## config.mk

```make
export PLATFORM = sky130hd
export DESIGN_NAME = instr_fetch_unit
export DESIGN_NICKNAME = d
export VERILOG_FILES = /design/src/rtl/instr_fetch_unit.sv
export SDC_FILE = /design/constraint.sdc
export NUM_CORES = 1
export LEC_CHECK = 0
export BUFFER_PORTS_ARGS = -buffer_cell sky130_fd_sc_hd__buf_2
export CAP_MARGIN = 25
export CORE_UTILIZATION = 40
export CTS_CLUSTER_SIZE = 30
export DETAILED_ROUTE_END_ITERATION = 8
export PLACE_DENSITY = 0.62
export SLEW_MARGIN = 20
export SYNTH_ARGS = -nofsm -noshare
export SYNTH_HDL_FRONTEND = slang
export SYNTH_SLANG_ARGS = --single-unit
```

## constraint.sdc

```tcl
create_clock -name clk -period 2.2 [get_ports clk]
set_input_delay 0 -clock clk [delete_from_list [all_inputs] [get_ports clk]]
set_output_delay 0 -clock clk [all_outputs]
set_load 0.005 [all_outputs]
```

## src/rtl/instr_fetch_unit.sv

```systemverilog
// -----------------------------------------------------------------------------
// instr_fetch_unit
//
// RV32I fetch stage sitting directly upstream of the instruction parser.
// Holds the program counter, issues in-order word requests to instruction
// memory, buffers returned words together with their PCs in a small queue and
// hands one {instruction, pc} pair per handshake to decode. A redirect from
// execute flushes the queue and drops any responses that are still in flight.
//
// Parameters
//   RESET_PC  PC loaded on reset.
//   DEPTH     Queue entries (power of two, >= 2). Also bounds the sum of
//             queued words and in-flight requests.
//
// Ports
//   clk             in   system clock, rising edge
//   rst_n           in   asynchronous active-low reset
//   imem_req_valid  out  fetch request valid
//   imem_req_ready  in   memory accepts the request this cycle
//   imem_addr       out  fetch address (always the current PC)
//   imem_rsp_valid  in   response word valid (in order, never stalled)
//   imem_rsp_data   in   returned instruction word
//   instr_valid     out  queue head valid for decode
//   instr_ready     in   decode consumes the head
//   instruction     out  head instruction word
//   instr_pc        out  PC of the head word
//   redirect_valid  in   PC redirect request (highest priority)
//   redirect_pc     in   redirect target
//   fetch_fault     out  misaligned-redirect flag (only with the macro below)
//
// Build option
//   FETCH_MISALIGN_CHECK_EN  When defined, a redirect to a non word-aligned
//                            target raises fetch_fault and parks the unit in
//                            HALT until reset or an aligned redirect. When
//                            undefined, redirect_pc[1:0] is forced to zero and
//                            the fetch_fault port does not exist.
// -----------------------------------------------------------------------------
module instr_fetch_unit #(
  parameter logic [31:0] RESET_PC = 32'h0000_0000,
  parameter int unsigned DEPTH    = 2
) (
  input  logic        clk,
  input  logic        rst_n,
  output logic        imem_req_valid,
  input  logic        imem_req_ready,
  output logic [31:0] imem_addr,
  input  logic        imem_rsp_valid,
  input  logic [31:0] imem_rsp_data,
  output logic        instr_valid,
  input  logic        instr_ready,
  output logic [31:0] instruction,
  output logic [31:0] instr_pc,
  input  logic        redirect_valid,
  input  logic [31:0] redirect_pc
`ifdef FETCH_MISALIGN_CHECK_EN
  ,
  output logic        fetch_fault
`endif
);

  localparam int unsigned   PW      = (DEPTH > 1) ? $clog2(DEPTH) : 1;
  localparam int unsigned   CW      = PW + 1;
  localparam logic [CW-1:0] DEPTH_C = CW'(DEPTH);

  typedef enum logic [1:0] {
    S_IDLE  = 2'd0,
    S_RUN   = 2'd1,
    S_DRAIN = 2'd2
`ifdef FETCH_MISALIGN_CHECK_EN
    ,
    S_HALT  = 2'd3
`endif
  } state_e;

  // Control state
  state_e          state_q,   state_d;
  logic [31:0]     pc_q,      pc_d;
  logic [PW-1:0]   wr_ptr_q,  wr_ptr_d;
  logic [PW-1:0]   rd_ptr_q,  rd_ptr_d;
  logic [CW-1:0]   count_q,   count_d;
  logic [CW-1:0]   outst_q,   outst_d;
  logic [CW-1:0]   discard_q, discard_d;
  logic [PW-1:0]   tag_wr_q,  tag_wr_d;
  logic [PW-1:0]   tag_rd_q,  tag_rd_d;
`ifdef FETCH_MISALIGN_CHECK_EN
  logic            fault_q,   fault_d;
`endif

  // Storage: instruction queue, PC of each queued word, PC tags of requests
  logic [31:0]     instr_mem_q [DEPTH];
  logic [31:0]     ipc_mem_q   [DEPTH];
  logic [31:0]     tag_mem_q   [DEPTH];

  logic            q_we;
  logic            tag_we;
  logic [CW-1:0]   credit;
  logic            req_fire;
  logic            deq;
  logic [CW-1:0]   rsp_dec;
  logic [CW-1:0]   disc_dec;
  logic [31:0]     rdr_target;
  logic            rdr_misaligned;

`ifdef FETCH_MISALIGN_CHECK_EN
  assign rdr_target     = redirect_pc;
  assign rdr_misaligned = |redirect_pc[1:0];
  assign fetch_fault    = fault_q;
`else
  // Low address bits of a redirect are meaningless without the check; the
  // target is always treated as word aligned.
  logic unused_rdr_lsbs;
  assign unused_rdr_lsbs = ^redirect_pc[1:0];
  assign rdr_target      = {redirect_pc[31:2], 2'b00};
  assign rdr_misaligned  = 1'b0;
`endif

  // Slots not yet claimed by a queued word or an in-flight request. Every
  // outstanding request is guaranteed a queue slot, so a response can always
  // be written without backpressure.
  assign credit         = DEPTH_C - count_q - outst_q;

  assign imem_req_valid = (state_q == S_RUN) && (credit != '0) && !redirect_valid;
  assign req_fire       = imem_req_valid && imem_req_ready;
  assign imem_addr      = pc_q;

  assign instr_valid    = (count_q != '0) && !redirect_valid;
  assign deq            = instr_valid && instr_ready;
  assign instruction    = instr_mem_q[rd_ptr_q];
  assign instr_pc       = ipc_mem_q[rd_ptr_q];

  // A response only ever retires a request that is actually in flight.
  assign rsp_dec  = CW'(imem_rsp_valid && (outst_q != '0));
  assign disc_dec = CW'(imem_rsp_valid && (discard_q != '0));

  always_comb begin
    state_d   = state_q;
    pc_d      = pc_q;
    wr_ptr_d  = wr_ptr_q;
    rd_ptr_d  = rd_ptr_q;
    count_d   = count_q;
    outst_d   = outst_q;
    discard_d = discard_q;
    tag_wr_d  = tag_wr_q;
    tag_rd_d  = tag_rd_q;
`ifdef FETCH_MISALIGN_CHECK_EN
    fault_d   = fault_q;
`endif
    q_we      = 1'b0;
    tag_we    = 1'b0;

    if (redirect_valid) begin
      // Flush everything buffered. Requests still in flight become stale and
      // their responses must be swallowed; a response arriving right now is
      // one of them and is dropped immediately.
      count_d   = '0;
      wr_ptr_d  = '0;
      rd_ptr_d  = '0;
      tag_wr_d  = '0;
      tag_rd_d  = '0;
      pc_d      = rdr_target;
      outst_d   = outst_q - rsp_dec;
      discard_d = outst_q - rsp_dec;
      state_d   = (discard_d != '0) ? S_DRAIN : S_RUN;
`ifdef FETCH_MISALIGN_CHECK_EN
      fault_d   = rdr_misaligned;
      if (rdr_misaligned) begin
        state_d = S_HALT;
      end
`endif
    end else begin
      case (state_q)
        S_IDLE: begin
          state_d = S_RUN;
        end

        S_RUN: begin
          if (req_fire) begin
            pc_d     = pc_q + 32'd4;
            tag_we   = 1'b1;
            tag_wr_d = tag_wr_q + PW'(1);
          end
          if (imem_rsp_valid) begin
            // Oldest in-flight tag pairs with this in-order response.
            q_we     = 1'b1;
            wr_ptr_d = wr_ptr_q + PW'(1);
            tag_rd_d = tag_rd_q + PW'(1);
          end
          if (deq) begin
            rd_ptr_d = rd_ptr_q + PW'(1);
          end
          outst_d = outst_q + CW'(req_fire) - CW'(imem_rsp_valid);
          count_d = count_q + CW'(imem_rsp_valid) - CW'(deq);
        end

        S_DRAIN: begin
          outst_d   = outst_q - rsp_dec;
          discard_d = discard_q - disc_dec;
          if (discard_d == '0) begin
            state_d = S_RUN;
          end
        end

`ifdef FETCH_MISALIGN_CHECK_EN
        S_HALT: begin
          // Parked: no fetches, but stale responses still retire.
          outst_d   = outst_q - rsp_dec;
          discard_d = discard_q - disc_dec;
        end
`endif

        default: begin
          state_d = S_IDLE;
        end
      endcase
    end
  end

  always_ff @(posedge clk or negedge rst_n) begin
    if (!rst_n) begin
      state_q   <= S_IDLE;
      pc_q      <= RESET_PC;
      wr_ptr_q  <= '0;
      rd_ptr_q  <= '0;
      count_q   <= '0;
      outst_q   <= '0;
      discard_q <= '0;
      tag_wr_q  <= '0;
      tag_rd_q  <= '0;
`ifdef FETCH_MISALIGN_CHECK_EN
      fault_q   <= 1'b0;
`endif
    end else begin
      state_q   <= state_d;
      pc_q      <= pc_d;
      wr_ptr_q  <= wr_ptr_d;
      rd_ptr_q  <= rd_ptr_d;
      count_q   <= count_d;
      outst_q   <= outst_d;
      discard_q <= discard_d;
      tag_wr_q  <= tag_wr_d;
      tag_rd_q  <= tag_rd_d;
`ifdef FETCH_MISALIGN_CHECK_EN
      fault_q   <= fault_d;
`endif
    end
  end

  // Storage is cleared on reset so that instruction/instr_pc read as zero
  // straight out of reset.
  always_ff @(posedge clk or negedge rst_n) begin
    if (!rst_n) begin
      for (int i = 0; i < DEPTH; i++) begin
        instr_mem_q[i] <= '0;
        ipc_mem_q[i]   <= '0;
        tag_mem_q[i]   <= '0;
      end
    end else begin
      if (tag_we) begin
        tag_mem_q[tag_wr_q] <= pc_q;
      end
      if (q_we) begin
        instr_mem_q[wr_ptr_q] <= imem_rsp_data;
        ipc_mem_q[wr_ptr_q]   <= tag_mem_q[tag_rd_q];
      end
    end
  end

endmodule

```

* Word level (Yosys, flattened, before mapping)
Cells that the tools add are included.
** Storage, ports and cells
- Output and inout port bits :: 98
- Bits in registers :: 236
** Cells by class
- $add $sub $neg :: 13
- Reduce and logical (&&, ||, !) cells :: 27
- Bitwise gates (word level) :: 4
- Eq/ne operators :: 4
- Magnitude comparators :: 6
- Mux-type cells :: 47
** Operators by type and width (count)
- $mux 32 :: 14
- $bwmux 64 :: 3
- $demux 32 s1 :: 2
- $add 32x3->32 const B :: 1
- $reduce_bool 2->1 :: 10
- $mux 1 :: 18
- $mux 2 :: 8
- $logic_and 1x1->1 :: 9
- $ge 2x2->1 const B :: 4
- $not 1->2 :: 4
- $reduce_and 2->1 :: 4
- $sub 2x1->2 :: 4
- $pmux 2 s3 :: 1
- $add 1x1->1 const B :: 4
- $add 2x1->2 :: 2
- $logic_not 2->1 :: 2
- $lt 2x1->1 const B :: 2
- $pmux 2 s2 :: 1
- $ne 3x3->1 const B :: 1
- $reduce_bool 3->1 :: 1
- $eq 2x1->1 const B :: 1
- $eq 2x2->1 const B :: 1
- $ne 2x2->1 const B :: 1
- $sub 2x2->2 :: 1
- 2 further kinds :: 2

* Depth between registers and ports, before layout
Gate-level depths: netlist of run 1.
- Word-level depth :: 10
- Depth in mapped cells :: 11
- Depth with buffers taken out :: 11

* Worst setup path before layout of run 1
Ideal clock, no wire load.
- Path type :: reg-to-reg
- From :: register outst_q[0]
- To :: register outst_q[0]
- Path buffers :: 0
- Required time :: 2055 ps
- Stages on the path, launching flop included :: 11
- Slack :: -125 ps
- Clock period less this slack :: 2325 ps
- Arrival time :: 2180 ps
- Path through :: dfrtp_1 -> inv_1 -> ha_1 -> xor3_2 -> o211a_4 -> inv_2 -> ha_1 -> inv_1 -> ha_1 -> a2111oi_0 -> a221oi_1
** Between the ends
- Cells in the longest elaborated chain, start to end :: 9
- Elaborated cells between the ends (all ways) :: 12
- Those cells by class :: add/sub: 4; mux: 2; reduce/logical: 6
** Ends and longest elaborated chain
- start, declared :: line 81 : logic [CW-1:0] outst_q, outst_d;
- start signal, assigned :: line 238 : outst_q <= outst_d;
- $sub 2x2->2 :: line 120 : assign credit = DEPTH_C - count_q - outst_q;
- $reduce_bool 2->1 :: line 122 : assign imem_req_valid = (state_q == S_RUN) && (credit != '0) && !redirect_valid;
- $logic_and 1x1->1 (2 in series) :: line 122
- $logic_and 1x1->1 :: line 123 : assign req_fire = imem_req_valid && imem_req_ready;
- $add 2x1->2 :: line 191 : outst_d = outst_q + CW'(req_fire) - CW'(imem_rsp_valid);
- $sub 2x1->2 :: line 191
- $pmux 2 s2 :: line 171 : case (state_q)
- $mux 2 (*) :: line 151 : if (redirect_valid) begin
Every way passes the cells marked *; elsewhere a longest branch is shown, timed or not.
A chain may end at the register's enable or synchronous reset.

* Worst setup path in the final report of run 1
- From :: register count_q[0]
- To :: register outst_q[0]
** Between the ends
- Cells in the longest elaborated chain, start to end :: 10
** Ends and longest elaborated chain
- start, declared :: line 80 : logic [CW-1:0] count_q, count_d;
- start signal, assigned :: line 237 : count_q <= count_d;
- $sub 2x2->2 (2 in series) :: line 120
- $reduce_bool 2->1 :: line 122
- $logic_and 1x1->1 (2 in series) :: line 122
- $logic_and 1x1->1 :: line 123
- $add 2x1->2 :: line 191
- $sub 2x1->2 :: line 191
- $pmux 2 s2 :: line 171
- $mux 2 :: line 151
No other way between the ends.

==> summary by stage, run 1 <==
Setup path
The required time at the worst-slack endpoint is 2.56 ns. The worst setup path is launched from a register. The critical path data arrival time is 2.56 ns. The peak fanout along the critical path is 2. The type of the setup path with the least slack is register to register. The critical path endpoint category is a register.

Global route
In the global route stage, met2 resource usage came out at 0.289. Entering global routing, the biggest net connects 93 pins. The busiest metal layer after global routing is met2. The residual overflow from global routing is 0. The met3 routing resource usage after global routing is 0.0335. The via count of the first global-routing pass is 7326.

The number of antenna violations at the first check in global routing is 0. The overall fraction of global-route tracks in use is 0.181. The met1 routing resource usage after global routing is 0.255. The global-route wire length before repair is ~38000 um.

Logic synthesis
The cell with the most instances after synthesis is sky130_fd_sc_hd__dfrtp_1. Sorting the synthesized cells by area gives the leading types as sky130_fd_sc_hd__dfrtp_1, sky130_fd_sc_hd__mux2_2, sky130_fd_sc_hd__o21ai_0. The proportion of register bits with asynchronous set or reset after synthesis is 1.00. The largest total area in the synthesized netlist belongs to sky130_fd_sc_hd__dfrtp_1.

After synthesis the cells add up to 10300 um^2. The number of synthesized register bits is 226. The sequential-to-total area share from yosys stat is 0.552. The number of different library cells used by synthesis comes to 53.

The average instance in the mapped netlist occupies 12.1 um^2. The cell count after synthesis came out at between 800 and 900. The Yosys warning count is 0. The number of enable-type register cells in the synthesized netlist is 0. Among all flip-flop cells after synthesis, the most frequent one is sky130_fd_sc_hd__dfrtp_1. The commonest cells after synthesis are sky130_fd_sc_hd__dfrtp_1, sky130_fd_sc_hd__mux2_2, sky130_fd_sc_hd__nand2_1. The top-area cell type share of the netlist area is 0.552.

Route
In the routed design, unresolved DRC markers number 0. After detailed routing, the average wire length per cell comes to around 17 um. The total wire length after detailed routing is roughly 24000 um. The via count of the routed design is between 7000 and 8000. The remaining antenna violation count after routing is 0. In the routed layout, each cell is associated on average with a via count of 5.05.

After the first detailed-routing iteration, the DRC count stood at 421. The first detailed-routing pass took 4 iterations.

Clock network
The total CTS buffers is 26. The post-CTS clock slew at the launch and capture registers of the worst setup and hold paths is ~0.06 ns. The clock drives 226 sinks. TritonCTS built the clock tree.

The tree is rooted in a sky130_fd_sc_hd__clkbuf_16. In this run the number of H-tree levels came out at 1. The worst-case clock buffer depth is 3. At the later pin of the worst-skew pair, clock insertion delay measures 0.52 ns.

Placement
Detailed placement finished with a half-perimeter wire length of 15300 um. The number of buffer cells added on primary ports is between 150 and 200. The worst slack at placement is -0.0840 ns. The global placer's final weighted congestion is just under 0.8.

Layout
The net count of the finished layout is 1172. The layout-stage area growth over the synthesis result is 29.0%. The fill cell total of the finished layout is 2166.

For this run, the share of the core covered by cells in the final layout is 0.525. The number of antenna diodes in the final layout is 0. Of the cells placed in the final design, the portion with a size suffix greater than 1 is 0.399.

STA
The accumulated negative setup slack is -0.000390 ns. The final number of max-transition violations is 0. Setup violations remaining at the end of the flow were counted as 1. The peak clock frequency supported by timing is 454 MHz. The total count of hold-check failures in the final report was 0. The minimum clock period is approximately 2.2 ns. The slack of the critical path is -0.000390 ns. Headroom to the max-slew limit came out at 0.604.

Setup repair after global routing could not meet its margin everywhere. The clock skew after layout is 0.0162 ns. Of the available clock period, the critical path in the final layout requires 1.00. The slew of the pin with the lowest slew margin is around 0.59 ns.

Power and ir drop
The completed layout was analyzed and its total power is 15.3 mW. The power density over the cells is 1160 nW/um^2. The static leakage is 6.21 nW. The peak ir drop on the vdd network is 0.000529 V.

Run status
The run finished, with violations left. The checks that failed: negative setup slack.

Die
The number of primary I/O pins is between 150 and 200. The die covers approximately 26000 um^2. The chip width is 162 um. The placeable core region is between 20000 and 30000 um^2.

The height of the die is 162 um. The row count is between 50 and 60. The starting utilization of the core area is 0.407.

Run
The max-cap violation count is 0.

Hold path
The tightest min-delay check is of the input port to asynchronous set/reset pin type.
worst max-delay path, cell delays in order (launching register included):
cell and delay (ns):
sky130_fd_sc_hd__dfrtp_1 0.38, sky130_fd_sc_hd__inv_2 0.09, sky130_fd_sc_hd__ha_4 0.13, sky130_fd_sc_hd__xor3_2 0.27, sky130_fd_sc_hd__o211a_4 0.26, sky130_fd_sc_hd__inv_4 0.06, sky130_fd_sc_hd__ha_4 0.19, sky130_fd_sc_hd__inv_2 0.06
sky130_fd_sc_hd__ha_4 0.19, sky130_fd_sc_hd__a2111oi_4 0.34, sky130_fd_sc_hd__a221oi_1 0.08
path summary, 6_finish.rpt:
path / from / endpoint / slack [ns] / cells after the start
setup / recovery: count_q[0] / outst_q[0] / -0.0004 / 10
hold / removal: rst_n / imem_addr[25] / 0.04 / 2
setup reg to reg: count_q[0] / outst_q[0] / -0.0004 / 10
hold reg to reg: ipc_mem_q[9] / ipc_mem_q[9] / 0.47 / 2
max in group asynchronous: rst_n / instr_mem_q[36] / 1.43 / 3
min in group clk: imem_req_ready / imem_addr[29] / 0.10 / 5
stage by stage:
step	hold WS [ns]	std cells	instance area, um^2
3_5_place_dp	0.00427	1326	11700
3_3_place_gp	0.0236	1326	11700
5_1_grt	0.0637	1444	13200
2_1_floorplan	-0.296	850	10300
4_1_cts	0.0450	1440	13100
6_report	0.0392	1444	13200
power by group:
group / internal, mW / switching [mW] / total [mW]
clock network: 2.33 / 1.64 / 3.97
logic: 2.65 / 2.07 / 4.72
registers: 5.77 / 0.846 / 6.61
total: 10.7 / 4.55 / 15.3
state kept, by name, indices dropped and copies added (netlist names):
signal	flops
rd_ptr_q	1
state_q	2
imem_addr	30
tag_wr_q	1
instr_mem_q	64
tag_rd_q	1
discard_q	2
wr_ptr_q	1
count_q	2
tag_mem_q	60
ipc_mem_q	60
outst_q	2
kinds of logic after synthesis:
group / Yosys count / share of synthesized area
flip-flops: 226 / 0.552
XOR/XNOR: 29 / 0.0264
buffers and inverters: 66 / 0.0293
multiplexers: 217 / 0.235
AND/OR/NAND/NOR: 184 / 0.0836
AO/OA/AOI/OAI: 116 / 0.0646
adder cells (fa/ha/maj): 8 / 0.00976
other: 1 / 0.000366
what timing repair did:
action / in CTS / in global routing
endpoints found under the setup margin: 28 / 29
hold buffers: 66 / 0
gates cloned: 0 / 2
hold endpoints to repair: 323 / 0
resized for setup: 1 / 4
pin swaps: 1 / 4
buffers inserted: 0 / 2
per-layer routing:
layer	wire, um	share of wire	up-vias
met3	1310	0.055	30
met5	0	0	-
met2	10800	0.45	196
met4	337	0.014	0
li1	-	-	3484
met1	11500	0.48	3586
cells in the final DEF (no fill, tap or decap), types with 2 or more instances in the layout:
cell type,count
sky130_fd_sc_hd__ha_4,3
sky130_fd_sc_hd__mux2i_1,31
sky130_fd_sc_hd__nand2_1,100
sky130_fd_sc_hd__dfrtp_1,225
sky130_fd_sc_hd__or3_1,4
sky130_fd_sc_hd__a31oi_1,4
sky130_fd_sc_hd__clkinv_2,5
sky130_fd_sc_hd__o211ai_1,6
sky130_fd_sc_hd__buf_2,160
sky130_fd_sc_hd__nand4_1,12
sky130_fd_sc_hd__nor2_1,24
sky130_fd_sc_hd__o21a_1,2
sky130_fd_sc_hd__nand3_1,15
sky130_fd_sc_hd__and3_1,6
sky130_fd_sc_hd__o311ai_0,2
sky130_fd_sc_hd__clkbuf_16,29
sky130_fd_sc_hd__xor2_1,16
sky130_fd_sc_hd__dlygate4sd3_1,66
sky130_fd_sc_hd__nor3_1,4
sky130_fd_sc_hd__buf_4,35
sky130_fd_sc_hd__a311oi_1,2
sky130_fd_sc_hd__inv_1,6
sky130_fd_sc_hd__buf_12,8
sky130_fd_sc_hd__inv_2,3
sky130_fd_sc_hd__nor2b_1,3
sky130_fd_sc_hd__a21oi_1,2
sky130_fd_sc_hd__clkbuf_8,2
sky130_fd_sc_hd__conb_1,4
sky130_fd_sc_hd__ha_1,5
sky130_fd_sc_hd__o21ai_0,87
sky130_fd_sc_hd__mux2_2,186
sky130_fd_sc_hd__xnor2_1,12
sky130_fd_sc_hd__nand4_2,2
sky130_fd_sc_hd__nor3b_1,2
sky130_fd_sc_hd__clkbuf_1,13
layout make-up:
class / instances / area, um^2 / area share
sequential: 226 / 5660 / 0.428
multi-input combinational: 558 / 4390 / 0.331
timing repair buffer: 272 / 1950 / 0.147
clock buffer: 42 / 752 / 0.0568
tap: 330 / 413 / 0.0312
inverter: 10 / 40.0 / 0.00303
clock inverter: 6 / 33.8 / 0.00255
No activity file was read; power rests on OpenSTA's default activity.
==> run 2: changes to the inputs <==
--- a/config.mk
+++ b/config.mk
@@ -7,6 +7,7 @@
 export LEC_CHECK = 0
 export BUFFER_PORTS_ARGS = -buffer_cell sky130_fd_sc_hd__buf_2
 export CAP_MARGIN = 25
+export CORE_ASPECT_RATIO = 1.2
 export CORE_UTILIZATION = 40
 export CTS_CLUSTER_SIZE = 30
 export DETAILED_ROUTE_END_ITERATION = 8
==> summary by stage, run 2 (same netlist as run 1, synthesis figures left out) <==
STA
Hold timing on the final database bottoms out at a slack of between 0.015 and 0.02 ns. Setup repair after global routing could not meet its margin everywhere. The number of endpoints failing setup at the final stage is 0. The clock period could shrink to approximately 2.1 ns. The clock skew after layout is 0.00603 ns. The slew of the pin with the lowest slew margin is 0.625 ns. Derived from the worst setup path, the maximum achievable clock frequency is 466 MHz. The final number of max-transition violations is 0. Measured against its own limit, the worst slew margin works out to 0.584. After routing, the total negative slack on setup checks comes to 0 ns. The total count of hold-check failures in the final report is 0. Of the available clock period, the critical path in the final layout requires 0.976.

Layout
0 antenna diodes ended up in the layout. In the layout the commonest cells are sky130_fd_sc_hd__dfrtp_1, sky130_fd_sc_hd__mux2_2, sky130_fd_sc_hd__buf_2, sky130_fd_sc_hd__nand2_1, sky130_fd_sc_hd__o21ai_0. In the final layout, the registers with the most flip-flops are instr_mem_q: 64 flops, ipc_mem_q: 60 flops, tag_mem_q: 60 flops.

Once layout is complete, the utilization of the core stands at 0.530. The register containing the most flip-flops in the final layout is instr_mem_q. The register with the most flip-flops in the layout has 64 of them. In the final layout, the share of cells above drive strength 1 is 0.404.

The cell area after layout is roughly 13000 um^2. The layout-stage area growth over the synthesis result is 28.7%. The net total in the final layout is 1171.

The most common cell after layout, fill and taps aside is sky130_fd_sc_hd__dfrtp_1.

Die
The placeable core region is 24900 um^2. The die is 177 um tall. The starting utilization of the core area is 0.412. The die footprint is 26300 um^2. Pin placement for this block handled roughly 170 I/O pins. The die is 148 um wide. The row count is 63.

Setup path
The critical path goes through inv_2, ha_4, xor3_2, o211a_4, inv_4, ha_4, inv_2, ha_4, a2111oi_4, a221oi_2. By startpoint and endpoint, the worst setup path is classified as register to register. The critical path data arrival time is approximately 2.5 ns. The gate family responsible for the most delay along the worst path is compound AO/OA/AOI/OAI gates. Of all nets on the critical path, the largest fanout is 2.

The worst setup path is launched from a register. The required time at the worst-slack endpoint is roughly 2.6 ns. STA classifies the critical path endpoint as a register. The most frequent cell on the critical path is sky130_fd_sc_hd__ha_4. The slowest library cell on the worst path is sky130_fd_sc_hd__dfrtp_1. The buffers plus inverters on the worst setup path is 3. The critical path's largest stage delay is 0.39 ns.

Clock network
The clock reaches the later pin of the worst-skew pair after 0.50 ns. TritonCTS built the clock tree. Counting the buffers created by CTS gives 25. The maximum level of the CTS H-tree is 1. The clock root buffer master is sky130_fd_sc_hd__clkbuf_16. The post-CTS clock slew at the launch and capture registers of the worst setup and hold paths is 0.06 ns. The worst-case clock buffer depth is 3. The sink count of the clock tree is between 200 and 250.

Hold path
The tightest min-delay check is of the input port to register type.

Global route
The met3 routing resource usage after global routing is 0.0298. The via count of the first global-routing pass is 7140. The overall fraction of global-route tracks in use is 0.177.

For this run, global-route usage on met1 was measured as 0.236. Entering global routing, the biggest net connects 93 pins. The number of antenna violations at the first check in global routing is 0. The residual overflow from global routing is 0. For this run, global-route usage on met2 was measured as 0.296. The busiest metal layer after global routing is met2. The first global-routing pass estimated between 30000 and 40000 um of wire.

Power and ir drop
Summing internal, switching and leakage power gives 15.3 mW. The analysis attributes to cell leakage a power of 6.20 nW. For this design the ratio of total power to cell area is 1160 nW/um^2. The peak ir drop on the vdd network is 0.000577 V.

Route
The count of unresolved DRC violations after routing is 0. The detailed-routing iteration count for the pre-antenna-repair pass is 5. In this run, the number of DRC markers left after iteration 0 of detailed routing was 200.

In the routed layout, each cell is associated on average with a via count of 5.00. The total wire length after detailed routing is 23100 um. Dividing the detail-routed wire length by the instance count gives 16.1 um. Detailed routing inserted a total of just over 7000 vias.

The count of nets left with antenna violations once routing finished came out at 0.

Placement
Routability-driven placement finished with a final weighted congestion of about 0.79. The placement-stage cell area is 11700 um^2. The number of buffer cells added on primary ports is roughly 160. The HPWL reported at the end of detailed placement is 15300 um.

Run status
The flow ran to the end, and the final reports show no timing, DRC or antenna violations.

Run
The max-cap violation count is 0.
run 2: cell types whose count changed in the layout (fill, tap and decap cells not counted), sizes merged:
cell         delta
clkbuf          -5
buf             +3
clkinv          -3
bufinv          +1
dlygate4sd3     -1
run 2: metrics by stage:
stage | cells | setup WS [ns]
3_5_place_dp | 1324 | -0.0781
5_1_grt | 1434 | -0.0333
4_1_cts | 1433 | 0.00240
2_1_floorplan | 850 | -0.118
6_report | 1434 | 0.0525
3_3_place_gp | 1324 | -0.0464
run 2: report_power, final:
group | leakage (nW) | switching (mW) | internal, mW | total [mW]
logic | 2.89 | 2.03 | 2.66 | 4.68
clock network | 0.393 | 1.58 | 2.44 | 4.02
registers | 2.92 | 0.830 | 5.77 | 6.60
total | 6.20 | 4.44 | 10.9 | 15.3
run 2: path summary, 6_finish.rpt:
path	startpoint	cells after the start	slack, ns	endpoint
worst max-delay path	outst_q[0]	10	0.05	outst_q[0]
worst min-delay path	instr_ready	5	0.02	rd_ptr_q
worst max register to register	outst_q[0]	10	0.05	outst_q[0]
worst min register to register	ipc_mem_q[58]	2	0.47	ipc_mem_q[58]
max in group asynchronous	rst_n	3	1.41	instr_mem_q[30]
min in group asynchronous	rst_n	2	0.08	ipc_mem_q[11]
run 2: cell type report:
cell class	instances	area, um^2
fillers	2187	11700
multi-input cells	558	4390
inverters	10	40.0
clock buffers	39	748
flip-flops and latches	226	5660
clock inverters	4	48.8
well taps	325	407
repair buffers	272	1900
run 2: layer usage:
metal  routed length, um  up-vias
li1                    -     3469
met1               10400     3510
met2               11200      167
met3                1120       25
met4                 371        0
met5                   0        -
run 2: repair_timing:
| action | 4_1_cts | 5_1_grt |
|---|---|---|
| pin swaps | 1 | 4 |
| buffers inserted | 1 | 1 |
| hold buffers | 65 | 0 |
| endpoints found under the hold margin | 287 | 0 |
| resized for setup | 0 | 6 |
| endpoints found under the setup margin | 28 | 29 |
run 2: worst register-to-register path, delay by kind of cell (launching register included):
kind	cells	cell delay [ns]
compound gates	3	0.64
fa+ha+maj	3	0.51
xor+xnor	1	0.26
flops	1	0.39
buf+inv	3	0.21
